==> src/rtl/tim_arbiter_pkg.sv <==
// Package tim_arb_wires: request record, port identifiers and the idle request
// shared by the tim arbiter and its pending-slot sub-module.
package tim_arb_wires;

  typedef enum logic {
    PORT_I = 1'b0,
    PORT_D = 1'b1
  } tim_arb_port_e;

  typedef struct packed {
    logic        valid;
    logic        instr;
    logic [31:0] addr;
    logic [31:0] wdata;
    logic [3:0]  wstrb;
  } tim_arb_req_type;

  localparam tim_arb_req_type init_req = '0;

endpackage

==> src/rtl/tim_arbiter_slot.sv <==
// tim_arb_slot: one-entry pending request register for a port that lost
// arbitration.
//  clock, reset : clock; synchronous active-low reset (empties the slot)
//  load         : capture req_in (marked valid)
//  clear        : drop the held request (it was granted this cycle)
//  req_in       : live request to capture
//  full         : slot holds a request
//  req_out      : held request (init_req when empty)
module tim_arb_slot
  import tim_arb_wires::*;
(
  input  logic            clock,
  input  logic            reset,
  input  logic            load,
  input  logic            clear,
  input  tim_arb_req_type req_in,
  output logic            full,
  output tim_arb_req_type req_out
);

  tim_arb_req_type slot_d, slot_q;

  always_comb begin
    slot_d = slot_q;
    if (clear) begin
      slot_d = init_req;
    end
    if (load) begin
      slot_d       = req_in;
      slot_d.valid = 1'b1;
    end
  end

  always_ff @(posedge clock) begin
    if (!reset) begin
      slot_q <= init_req;
    end else begin
      slot_q <= slot_d;
    end
  end

  assign full    = slot_q.valid;
  assign req_out = slot_q;

endmodule

==> src/rtl/tim_arbiter.sv <==
// tim_arbiter: shares the single-port tim between the fetch (i) and
// load/store (d) ports. One request is forwarded per cycle with zero added
// issue latency; the loser is held in its pending slot. The response one
// cycle later is routed to the port recorded in the owner register.
//  clock, reset        : clock; synchronous active-low reset
//  i_* / d_*           : requester ports (valid, instr, addr, wdata, wstrb in;
//                        rdata, ready out)
//  tim_*               : forwarded request out; tim_rdata/tim_ready in
// Build option: TIM_ARB_RR_EN selects round-robin arbitration; otherwise d has
// fixed priority and MAX_WAIT bounds how long a waiting i request can lose.
module tim_arbiter
  import tim_arb_wires::*;
#(
  parameter int unsigned MAX_WAIT = 4
) (
  input  logic        clock,
  input  logic        reset,
  input  logic        i_valid,
  input  logic        i_instr,
  input  logic [31:0] i_addr,
  input  logic [31:0] i_wdata,
  input  logic [3:0]  i_wstrb,
  output logic [31:0] i_rdata,
  output logic        i_ready,
  input  logic        d_valid,
  input  logic        d_instr,
  input  logic [31:0] d_addr,
  input  logic [31:0] d_wdata,
  input  logic [3:0]  d_wstrb,
  output logic [31:0] d_rdata,
  output logic        d_ready,
  output logic        tim_valid,
  output logic        tim_instr,
  output logic [31:0] tim_addr,
  output logic [31:0] tim_wdata,
  output logic [3:0]  tim_wstrb,
  input  logic [31:0] tim_rdata,
  input  logic        tim_ready
);

  tim_arb_req_type i_live, d_live, i_slot, d_slot, i_cand, d_cand, tim_req;
  logic            i_full, d_full, i_busy, d_busy, i_accept, d_accept;
  logic            grant_i, grant_d;
  logic            own_v_d, own_v_q;
  tim_arb_port_e   own_id_d, own_id_q;

  // A port with an access in flight or a request already buffered may not
  // present a new one; such a pulse is dropped.
  assign i_busy   = own_v_q && (own_id_q == PORT_I);
  assign d_busy   = own_v_q && (own_id_q == PORT_D);
  assign i_accept = i_valid && !i_full && !i_busy;
  assign d_accept = d_valid && !d_full && !d_busy;

  always_comb begin
    i_live = '{valid: i_accept, instr: i_instr, addr: i_addr, wdata: i_wdata, wstrb: i_wstrb};
    d_live = '{valid: d_accept, instr: d_instr, addr: d_addr, wdata: d_wdata, wstrb: d_wstrb};
    i_cand = i_full ? i_slot : (i_accept ? i_live : init_req);
    d_cand = d_full ? d_slot : (d_accept ? d_live : init_req);
  end

`ifdef TIM_ARB_RR_EN
  tim_arb_port_e rr_last_d, rr_last_q;

  always_comb begin
    grant_d   = d_cand.valid && (!i_cand.valid || (rr_last_q == PORT_I));
    grant_i   = i_cand.valid && !grant_d;
    rr_last_d = rr_last_q;
    if (grant_i) begin
      rr_last_d = PORT_I;
    end else if (grant_d) begin
      rr_last_d = PORT_D;
    end
  end

  always_ff @(posedge clock) begin
    if (!reset) begin
      rr_last_q <= PORT_I;
    end else begin
      rr_last_q <= rr_last_d;
    end
  end
`else
  localparam logic [3:0] MAX_W = 4'(MAX_WAIT);
  logic [3:0] wait_cnt_d, wait_cnt_q;

  always_comb begin
    grant_d    = d_cand.valid && !(i_cand.valid && (wait_cnt_q == MAX_W));
    grant_i    = i_cand.valid && !grant_d;
    wait_cnt_d = wait_cnt_q;
    if (grant_i) begin
      wait_cnt_d = '0;
    end else if (i_cand.valid && (wait_cnt_q != MAX_W)) begin
      wait_cnt_d = wait_cnt_q + 4'd1;
    end
  end

  always_ff @(posedge clock) begin
    if (!reset) begin
      wait_cnt_q <= '0;
    end else begin
      wait_cnt_q <= wait_cnt_d;
    end
  end
`endif

  // Nothing is forwarded while reset is held.
  always_comb begin
    tim_req = init_req;
    if (reset) begin
      if (grant_d) begin
        tim_req = d_cand;
      end else if (grant_i) begin
        tim_req = i_cand;
      end
    end
    own_v_d  = tim_req.valid;
    own_id_d = grant_d ? PORT_D : PORT_I;
  end

  assign tim_valid = tim_req.valid;
  assign tim_instr = tim_req.instr;
  assign tim_addr  = tim_req.addr;
  assign tim_wdata = tim_req.wdata;
  assign tim_wstrb = tim_req.wstrb;

  tim_arb_slot u_slot_i (
    .clock   (clock),
    .reset   (reset),
    .load    (i_accept && !grant_i),
    .clear   (i_full && grant_i),
    .req_in  (i_live),
    .full    (i_full),
    .req_out (i_slot)
  );

  tim_arb_slot u_slot_d (
    .clock   (clock),
    .reset   (reset),
    .load    (d_accept && !grant_d),
    .clear   (d_full && grant_d),
    .req_in  (d_live),
    .full    (d_full),
    .req_out (d_slot)
  );

  always_ff @(posedge clock) begin
    if (!reset) begin
      own_v_q  <= 1'b0;
      own_id_q <= PORT_I;
    end else begin
      own_v_q  <= own_v_d;
      own_id_q <= own_id_d;
    end
  end

  // Reset gating also discards a response that was in flight when reset hit.
  assign i_ready = reset && tim_ready && i_busy;
  assign d_ready = reset && tim_ready && d_busy;
  assign i_rdata = i_ready ? tim_rdata : '0;
  assign d_rdata = d_ready ? tim_rdata : '0;

  always_ff @(posedge clock) begin
    if (reset) begin
      assert (!(tim_ready && !own_v_q));
      assert (!(i_valid && (i_full || i_busy)));
      assert (!(d_valid && (d_full || d_busy)));
    end
  end

endmodule

==> config.mk <==
export PLATFORM = sky130hd
export DESIGN_NAME = tim_arbiter
export DESIGN_NICKNAME = d
export VERILOG_FILES = /design/src/rtl/tim_arbiter_pkg.sv /design/src/rtl/tim_arbiter_slot.sv /design/src/rtl/tim_arbiter.sv
export SDC_FILE = /design/constraint.sdc
export NUM_CORES = 1
export LEC_CHECK = 0
export BUFFER_PORTS_ARGS = -buffer_cell sky130_fd_sc_hd__clkbuf_2
export CORE_MARGIN = 8
export CORE_UTILIZATION = 43
export DETAILED_ROUTE_END_ITERATION = 16
export PLACE_DENSITY = 0.84
export REMOVE_ABC_BUFFERS = 1
export SLEW_MARGIN = 20
export SYNTH_ARGS = -nofsm -noshare
export SYNTH_HDL_FRONTEND = slang
export SYNTH_SLANG_ARGS = --single-unit
export TNS_END_PERCENT = 1
==> constraint.sdc <==
create_clock -name clock -period 1.8 [get_ports clock]
set_clock_uncertainty 0.05 [all_clocks]
set_input_delay 0.27 -clock clock [delete_from_list [all_inputs] [get_ports clock]]
set_output_delay 0.27 -clock clock [all_outputs]
set_load 0.01 [all_outputs]
==> flow_summary_export.csv, run 1 <==
group,metric,value,unit
floorplanning,start_util,0.4393,
floorplanning,dieHeight,157.0,um
yosys,synth-simple-area-share,0.1512,
route,detail-route-antenna-nets,0,
power,peakVddDrop,0.6335,mV
place,gp_congestion,0.8608,
sta,timing.final.crit_share,1.345,
setup_path,path_class,"flop to output pin",
yosys,syn_area,8549,um^2
sta,post-route-min-period,2421,ps
power,switchingPower,2.361,mW
sta,worst_slack,-620.6,ps
yosys,ys.flop_type,"dfxtp_1",
setup_path,arrival,2100,ps
outcome,status,"finished with violations",
layout,final_area,11660,um^2
cts,cts_num_sinks,146,
layout,n_antenna_cell,0,
yosys,synthAdderAreaFrac,0.002927,
layout,n_fill_cell,1586,
power,p_leak,5.086,nW
yosys,synth.yosys.seq_area_share,0.3419,
route,vias_per_cell,6.351,
power,total_power,8.571,mW
sta,slew_viol_final,0,
route,avgRoutedWirePerCell,20.16,um
floorplanning,row_count,51,
place,hpwl,21580,um
sta,worstMarginPinSlew,778.3,ps
setup_path,crit_chain,"inv_2, ha_4, and3b_1, a211o_4, buf_12, o22ai_1, buf_2",
floorplanning,ios,311,
job,cap_violations,0,
yosys,synth-xor-area-share,0,
layout,drive_gt1_frac,0.3785,
yosys,synthMuxAreaShare,0.001610,
route,routed_wl,30640,um
global_route,overflow,0,
cts,postCtsSetupRepairBufs,0,
yosys,yosys_warnings,0,
yosys,synth.ff_latch_count,146,
route,drt_first_pass_iters,5,
setup_path,cp-start-kind,"flop",
yosys,synth-async-reset-ratio,0,
power,switching_share,0.2755,
route,top_layer,"met5",
yosys,synth_top_family_by_area,"compound AO/OA/AOI/OAI gates",
cts,cts-hold-fix-buffers,0,
global_route,grt_usage,0.2343,
sta,hold_violations,0,
global_route,grt_pass1_wl,46980,um
cts,clock_path_buffers,2,
place,io_buffers,310,
sta,hold_ws,18.23,ps
power,p_clk_frac,0.426,
yosys,synth.avg_cell_area,8.841,um^2
yosys,synth_compound_area_frac,0.4284,
floorplanning,die_area,24650,um^2
layout,area_growth,36.41,%
route,via_count,9654,
sta,rsz0062_at_grt,"yes",
cts,cts_buffers,17,
sta,fmax,413.1,MHz
cts,htreeDepth,4,
yosys,syn_inst,967,
cts,insertion_delay,410,ps
sta,setup_viol_count_final,206,
power,power_frac_seq,0.392,
sta,relSlewSlack,0.4812,
route,dr_wl_met3,2803,um
setup_path,crit_slowest_cell,"a211o_4",
power,power.density,734.9,nW/um^2
setup_path,cp-end-kind,"output pin",
min_path,hp-class,"primary input to flop",
route,drc,0,
cts,clk_pin_slew,70,ps
layout,nNetsFinal,1419,
route,detail_route.iter0.violations,828,
cts,cts_tree,"done",
power,internal_power,6.210,mW
place,placed_area,10870,um^2
floorplanning,die_x,157.0,um
power,pwr-share-comb,0.182,
setup_path,max_stage_delay,370,ps
route,met1_length,12050,um
global_route,grt_pass1_vias,9443,
cts,cts_root_buf,"clkbuf_16",
layout,final_common_cell,"clkbuf_2",
outcome,violations,"setup timing",
setup_path,required,1480,ps
global_route,grt_max_degree,81,
floorplanning,coreArea,19460,um^2
route,routed-wl-met2,15040,um
yosys,synth-edff-count,0,
global_route,antenna_found_initial,2,
yosys,synth.distinct_cells,41,
setup_path,path_max_fanout,26,
layout,final_cell_mix,"clkbuf_2 (223), dfxtp_1 (141), a22oi_1 (138)",
## logic make-up (layout without fill, tap and decap cells)
logic type	after synthesis	after routing
simple gates	238	238
fa+ha+maj	2	2
compound gates	431	431
buf+inv	149	437
mux	1	1
flops	146	146
## cells in the mapped netlist, types with 2 or more instances
cell type	n	area [um^2]
a22oi_1	138	1036
and2_1	64	400.4
o22ai_1	60	375.4
or4_1	14	105.1
buf_1	6	22.52
nand2_1	85	319.1
o2111a_1	56	630.6
o22ai_2	10	125.1
clkbuf_1	102	382.9
a21oi_1	8	40.04
inv_1	4	15.01
nor4_1	56	350.3
ha_1	2	25.02
buf_4	7	52.55
inv_2	2	7.510
o2111ai_1	13	113.9
buf_2	26	130.1
dfxtp_1	146	2923
buf_6	2	22.52
o211ai_1	13	97.59
a211o_1	57	499.2
nor3_1	2	10.01
nand2b_1	2	12.51
nor2_1	2	7.510
a32o_1	69	690.7
and4_1	2	17.52
nand3_1	5	25.02
## registers in the layout, summed over array words and instances (netlist names)
register / cells
u_slot_i.req_out: 69
u_slot_i.full: 1
u_slot_d.req_out: 69
u_slot_d.full: 1
own_v_q: 1
own_id_q: 1
wait_cnt_q: 4
## final timing paths
kind / start / to / slack [ps] / cells past startpoint
worst max-delay path: wait_cnt_q[1]$_SDFFE_PP0P_ / tim_wdata[20] / -620 / 7
worst min-delay path: d_wdata[13] / u_slot_d.req_out[17]$_SDFFE_PN0P_ / 20 / 2
worst min register to register: u_slot_i.req_out[47]$_SDFFE_PN0P_ / u_slot_i.req_out[47]$_SDFFE_PN0P_ / 420 / 1
worst max register to register: wait_cnt_q[1]$_SDFFE_PP0P_ / u_slot_i.req_out[25]$_SDFFE_PN0P_ / -160 / 8
## power groups by stage
stage | clock [mW] | combinational, mW | sequential [mW]
finish | 3.65 | 1.56 | 3.36
global route | 3.85 | 1.68 | 3.37
floorplan | 0 | 0.643 | 3.43
detailed placement | 0 | 1.50 | 3.43
CTS | 3.71 | 1.52 | 3.36
global placement | 0 | 1.48 | 3.42
## through the flow
step	util	std cells	TNS (ps)	setup WS [ps]
global route	0.5992	1520	-83470	-697.8
global placement	0.5583	1488	-19740	-210.3
finish	0.5992	1520	-63780	-620.6
floorplan	-	824	-1382960	-7452
CTS	0.5935	1520	-63930	-599.6
detailed placement	0.5583	1488	-26930	-260.3
## repair_timing
item | CTS | global route
hold endpoints to repair | 0 | 0
resized for setup | 23 | 109
pin swaps | 38 | 8
endpoints found under the setup margin | 273 | 276
## metal layers
metal / track usage / vias up
met5: 0 / -
met4: 0.09565 / 2
met3: 0.06690 / 58
met2: 0.4083 / 451
met1: 0.2642 / 4642
li1: - / 4501
## worst max-delay path: cells and delay by family (launching register included)
kind            cells  cell delay [ps]
buf+inv             3              400
flops               1              340
simple gates        1              210
fa+ha+maj           1              150
compound gates      2              580
## layout make-up
type	count	area, um^2	share of cell area
clock buffer	20	446.7	0.03830
clock inverter	12	155.1	0.01330
inverter	6	22.52	0.001931
multi-input combinational	672	5147	0.4414
sequential	146	2934	0.2516
tap	265	331.6	0.02843
timing repair buffer	399	2625	0.2251
(Power assumes the default switching activity.)
==> run 2: changes to the inputs <==
--- a/config.mk
+++ b/config.mk
@@ -5,11 +5,12 @@
 export SDC_FILE = /design/constraint.sdc
 export NUM_CORES = 1
 export LEC_CHECK = 0
+export ABC_AREA = 1
 export BUFFER_PORTS_ARGS = -buffer_cell sky130_fd_sc_hd__clkbuf_2
 export CORE_MARGIN = 8
 export CORE_UTILIZATION = 43
 export DETAILED_ROUTE_END_ITERATION = 16
-export PLACE_DENSITY = 0.84
+export PLACE_DENSITY = 0.83
 export REMOVE_ABC_BUFFERS = 1
 export SLEW_MARGIN = 20
 export SYNTH_ARGS = -nofsm -noshare
==> flow_summary_export.csv, run 2 <==
group,metric,value,unit
outcome,status,"finished with violations",
outcome,violations,"setup timing",
cts,cts_buffers,17,
place,io_buffers,310,
place,hpwl,22610,um
yosys,yosys_warnings,0,
floorplanning,row_count,52,
floorplanning,start_util,0.4360,
route,avgRoutedWirePerCell,17.16,um
layout,final_area,12030,um^2
power,switching_share,0.2898,
yosys,synth.ff_latch_count,146,
floorplanning,dieHeight,159,um
yosys,synth-async-reset-ratio,0,
cts,cts_tree,"done",
floorplanning,ios,311,
yosys,synth.avg_cell_area,6.241,um^2
yosys,syn_area,8793,um^2
global_route,antenna_found_initial,1,
power,switchingPower,2.412,mW
min_path,hp-class,"primary input to flop",
sta,worst_slack,-491.4,ps
sta,relSlewSlack,0.3882,
setup_path,path_max_fanout,12,
yosys,synth.yosys.seq_area_share,0.3324,
yosys,yosys-top-cells-area,"dfxtp_1 (33%), nand2_1 (25%), nand3_1 (12%)",
yosys,synth_common_cells,"nand2_1 (576), nand3_1 (203), dfxtp_1 (146), a21oi_1 (82), nor2_1 (78)",
place,placed_area,10770,um^2
layout,n_fill_cell,1808,
power,power.density,691.7,nW/um^2
layout,ff_latch_area,2928,um^2
sta,slew_viol_final,0,
global_route,grt_usage,0.2519,
sta,hold_violations,0,
layout,nNetsFinal,1880,
layout,final_cell_mix,"nand2_1 (558), nand3_1 (200), clkbuf_2 (197)",
layout,drive_gt1_frac,0.2888,
global_route,overflow,0,
floorplanning,die_area,25280,um^2
yosys,ys.flop_type,"dfxtp_1",
route,via_count,10960,
cts,cts_root_buf,"clkbuf_16",
cts,cts_num_sinks,146,
global_route,grt_pass1_wl,53500,um
floorplanning,coreArea,20170,um^2
power,power_frac_seq,0.404,
place,dp_slack,-119.7,ps
cts,insertion_delay,410,ps
job,cap_violations,0,
route,routed_wl,34040,um
power,internal_power,5.911,mW
setup_path,required,1480,ps
sta,setup_viol_count_final,211,
route,drt_first_pass_iters,5,
yosys,yosysMostFrequentCell,"nand2_1",
global_route,grt_max_degree,71,
layout,final_common_cell,"nand2_1",
floorplanning,die_x,159,um
setup_path,cp-start-kind,"flop",
route,drc,0,
power,p_leak,6.208,nW
cts,clock_path_buffers,2,
setup_path,cp-end-kind,"output pin",
layout,area_growth,36.84,%
yosys,yosys.area.top_type,"dfxtp_1",
cts,clk_pin_slew,60,ps
power,p_clk_frac,0.398,
place,gp_congestion,0.8624,
yosys,syn_inst,1409,
global_route,grt_pass1_vias,10710,
min_path,holdPathStages,3,
cts,htreeDepth,4,
yosys,synth-edff-count,0,
layout,multi_input_area,5284,um^2
setup_path,path_class,"flop to output pin",
layout,n_antenna_cell,0,
route,detail-route-antenna-nets,0,
layout,instances_no_fill,1984,
sta,timing.final.crit_share,1.273,
route,detail_route.iter0.violations,878,
sta,rsz0062_at_grt,"yes",
route,vias_per_cell,5.526,
setup_path,rr_worst_depth,16,
yosys,synth.distinct_cells,24,
sta,worstMarginPinSlew,917.7,ps
place,dp_cells,1920,
power,peakVddDrop,0.6293,mV
sta,fmax,436.4,MHz
cts,cts-hold-fix-buffers,0,
setup_path,arrival,1970,ps
power,pwr-share-comb,0.198,
yosys,netlist.area_leader.share,0.3324,
sta,post-route-min-period,2291,ps
-- run 2: logic make-up after synthesis --
group / Yosys count / synth area share
adder cells (fa/ha/maj): 2 / 0.002845
XOR/XNOR: 1 / 0.0009962
buffers and inverters: 171 / 0.08523
AO/OA/AOI/OAI: 152 / 0.1121
AND/OR/NAND/NOR: 937 / 0.4664
flip-flops: 146 / 0.3324
-- run 2: power groups by stage --
stage	clock [mW]	sequential, mW	combinational (mW)
floorplan	0	3.44	0.689
global placement	0	3.43	1.42
detailed placement	0	3.43	1.44
CTS	3.35	3.36	1.54
global route	3.52	3.37	1.78
finish	3.32	3.36	1.64
-- run 2: cell type report --
cell class	count	area share
Multi-Input combinational cell	1092	0.4391
Inverter	47	0.01549
Tap cell	270	0.02808
Timing Repair Buffer	399	0.2296
Clock buffer	20	0.03712
Clock inverter	10	0.007279
Sequential cell	146	0.2433
-- run 2: worst max-delay path, stage by stage, from the launching register on --
cell and delay (ps):
dfxtp_2 320, inv_2 70, ha_4 140, nand3_4 90
inv_4 80, nand2_4 50, buf_4 120, buf_4 130
buf_6 150, a21oi_1 190, nor2_1 80, clkbuf_2 140
-- run 2: path summary, 6_finish.rpt --
check	startpoint	to	slack, ps
max	wait_cnt_q[1]$_SDFFE_PP0P_	tim_wdata[19]	-490
min reg2reg	u_slot_d.req_out[17]$_SDFFE_PN0P_	u_slot_d.req_out[17]$_SDFFE_PN0P_	430
max reg2reg	wait_cnt_q[1]$_SDFFE_PP0P_	wait_cnt_q[3]$_SDFFE_PP0P_	-430
min	i_addr[2]	u_slot_i.req_out[38]$_SDFFE_PN0P_	30
-- run 2: per-stage QoR --
stage          utilization  hold WS, ps  TNS, ps  total power, mW
5_1_grt             0.5966        27.82   -69650            8.673
2_1_floorplan            -        351.3  -523200            4.126
3_3_place_gp        0.5339        407.2    -5858            4.849
4_1_cts             0.5782        21.05   -38470            8.244
3_5_place_dp        0.5339        421.5    -9838            4.874
6_report            0.5966        33.77   -43150            8.323
-- run 2: per-layer routing --
layer,vias up,track usage,share of wire
met3,82,0.05972,0.092
met1,5079,0.2941,0.39
met2,629,0.4390,0.48
met4,2,0.09691,0.029
met5,-,0,0.00038
li1,5171,-,-
-- run 2: what timing repair did --
| item | 4_1_cts | 5_1_grt |
|---|---|---|
| buffers inserted | 20 | 10 |
| resized for setup | 43 | 173 |
| pin swaps | 4 | 9 |
| gates cloned | 3 | 6 |
| setup endpoints to repair | 203 | 277 |
==> run 3: changes to the inputs <==
--- a/config.mk
+++ b/config.mk
@@ -10,6 +10,7 @@
 export CORE_MARGIN = 8
 export CORE_UTILIZATION = 43
 export DETAILED_ROUTE_END_ITERATION = 16
+export MAX_ROUTING_LAYER = met4
 export PLACE_DENSITY = 0.83
 export REMOVE_ABC_BUFFERS = 1
 export SLEW_MARGIN = 20
==> flow_summary_export.csv, run 3 (synthesis gave the netlist of run 2 again) <==
group,metric,value,unit
outcome,status,"finished with violations",
outcome,violations,"setup timing",
power,power_frac_seq,0.405,
layout,area_growth,36.78,%
setup_path,worstReg2RegEnd,"wait_cnt_q[3]$_SDFFE_PP0P_",
route,routed_wl,34150,um
sta,timing.final.crit_share,1.290,
cts,cts_tree,"done",
route,avgRoutedWirePerCell,17.21,um
power,switching_share,0.2893,
setup_path,max_stage_delay,330,ps
sta,setup_viol_count_final,194,
cts,clk_pin_slew,60,ps
global_route,grt_usage,0.2593,
min_path,hp-class,"primary input to flop",
power,internal_power,5.908,mW
power,switchingPower,2.404,mW
place,dp_cells,1920,
global_route,grt_pass1_vias,10700,
cts,cts_buffers,17,
floorplanning,die_x,159,um
setup_path,reg2reg_slack,-430,ps
sta,fmax,430.5,MHz
cts,cts_root_buf,"clkbuf_16",
global_route,grt_max_degree,71,
setup_path,rr_startpoint,"wait_cnt_q[1]$_SDFFE_PP0P_",
route,detail_route.iter0.violations,907,
route,drc,0,
sta,worst_slack,-522.7,ps
job,cap_violations,0,
sta,setup_tns,-40490,ps
setup_path,cp-end-kind,"output pin",
layout,n_fill_cell,1797,
place,gp_congestion,0.8764,
setup_path,required,1480,ps
setup_path,path_class,"flop to output pin",
power,p_clk_frac,0.397,
power,p_leak,6.201,nW
floorplanning,start_util,0.4360,
sta,relSlewSlack,0.3844,
global_route,use_met2,0.4376,
global_route,antenna_found_initial,1,
setup_path,path_buf_inv,5,
cts,htreeDepth,4,
floorplanning,die_area,25280,um^2
setup_path,rr_worst_depth,16,
setup_path,crit_slowest_cell,"dfxtp_2",
power,power.density,691.1,nW/um^2
layout,instances_no_fill,1984,
layout,final_common_cell,"nand2_1",
sta,post-route-min-period,2323,ps
floorplanning,dieHeight,159,um
setup_path,critical_path_depth,12,
global_route,use_met3,0.05300,
route,detail-route-antenna-nets,0,
cts,clock_path_buffers,2,
setup_path,crit_chain,"inv_2, ha_4, nand3_4, inv_4, nand2_4, nand2_4, nor2_4, buf_6, clkbuf_16, nand2_1, nand2_1, buf_2",
layout,final_cell_mix,"nand2_1 (553), nand3_1 (200), clkbuf_2 (196)",
min_path,holdPathStages,3,
sta,worstMarginPinSlew,923.4,ps
cts,insertion_delay,410,ps
sta,slew_viol_final,0,
place,io_buffers,310,
setup_path,worstSetupStartpoint,"wait_cnt_q[0]$_SDFFE_PP0P_",
min_path,min_to,"u_slot_i.req_out[38]$_SDFFE_PN0P_",
floorplanning,row_count,52,
power,pwr-share-comb,0.198,
global_route,grt.met1_usage,0.2992,
route,drt_first_pass_iters,7,
layout,drive_gt1_frac,0.2913,
setup_path,critPathTopFamily,"simple AND/OR/NAND/NOR gates",
route,via_count,11010,
setup_path,path_max_fanout,9,
place,hpwl,22610,um
power,peakVddDrop,0.6228,mV
floorplanning,ios,311,
setup_path,arrival,2000,ps
cts,cts_num_sinks,146,
sta,hold_violations,0,
sta,rsz0062_at_grt,"yes",
route,vias_per_cell,5.548,
global_route,grt_pass1_wl,53510,um
layout,nNetsFinal,1879,
setup_path,cp-start-kind,"flop",
global_route,overflow,0,
floorplanning,coreArea,20170,um^2
global_route,grt-busiest-layer,"met2",
min_path,hold_start,"i_addr[2]",
-- run 3: changes by cell type in the layout (fill, tap and decap cells not counted) --
| cell | previous run | this run |
|---|---|---|
| clkbuf_2 | 197 | 196 |
| diode_2 | 0 | 1 |
| nand2_1 | 558 | 553 |
| buf_2 | 103 | 104 |
| nand2_2 | 19 | 24 |
| buf_12 | 23 | 22 |
-- run 3: worst reg2reg max path, delay by kind of cell, from the launching register on --
kind	cells	cell delay, ps
buf+inv	11	1290
compound gates	2	210
simple gates	2	170
flops	1	320
fa+ha+maj	1	140
-- run 3: per-layer routing --
layer / vias up / routed length [um] / part of all wire
met4: 0 / 1056 / 0.031
met3: 96 / 3174 / 0.093
li1: 5166 / - / -
met2: 691 / 16570 / 0.49
met1: 5054 / 13350 / 0.39
met5: - / 0 / 0
-- run 3: cell type report --
cell class | instances | area, um^2 | share of cell area
clock inverters | 10 | 87.58 | 0.007282
well taps | 270 | 337.8 | 0.02809
diodes | 1 | 2.502 | 0.0002081
multi-input cells | 1092 | 5296 | 0.4403
repair buffers | 398 | 2743 | 0.2280
inverters | 47 | 186.4 | 0.01550
flip-flops and latches | 146 | 2928 | 0.2434
clock buffers | 20 | 446.7 | 0.03714
-- run 3: repair_timing --
item | in CTS | in global routing
pin swaps | 4 | 13
setup endpoints to repair | 203 | 277
buffers inserted | 20 | 9
gates resized for setup | 43 | 176
gates cloned | 3 | 6
hold buffers | 0 | 0
-- run 3: power by group through the flow --
stage / Combinational (mW) / Clock, mW / Sequential (mW)
5_1_grt: 1.79 / 3.52 / 3.37
3_3_place_gp: 1.42 / 0 / 3.43
4_1_cts: 1.54 / 3.35 / 3.36
6_report: 1.65 / 3.30 / 3.36
3_5_place_dp: 1.44 / 0 / 3.43
2_1_floorplan: 0.689 / 0 / 3.44
-- run 3: how the worst max path moves through the flow --
stage / endpoint / slack (ps)
6_report: tim_wdata[12] / -520
2_1_floorplan: u_slot_i.req_out[0]$_SDFFE_PN0P_ / -3410
5_1_grt: tim_addr[7] / -680
3_5_place_dp: tim_wdata[6] / -120
4_1_cts: tim_wdata[6] / -510
3_3_place_gp: tim_wdata[22] / -70
-- run 3: per-stage QoR --
step	utilization	cell area [um^2]	worst slack (ps)	hold slack [ps]	power (mW)
floorplan	-	8220	-3408	351.3	4.126
global placement	0.5339	10770	-71.38	407.2	4.849
detailed placement	0.5339	10770	-119.7	421.5	4.874
CTS	0.5782	11660	-506.3	21.05	8.244
global route	0.5963	12030	-680.3	34.35	8.681
finish	0.5963	12030	-522.7	39.18	8.312
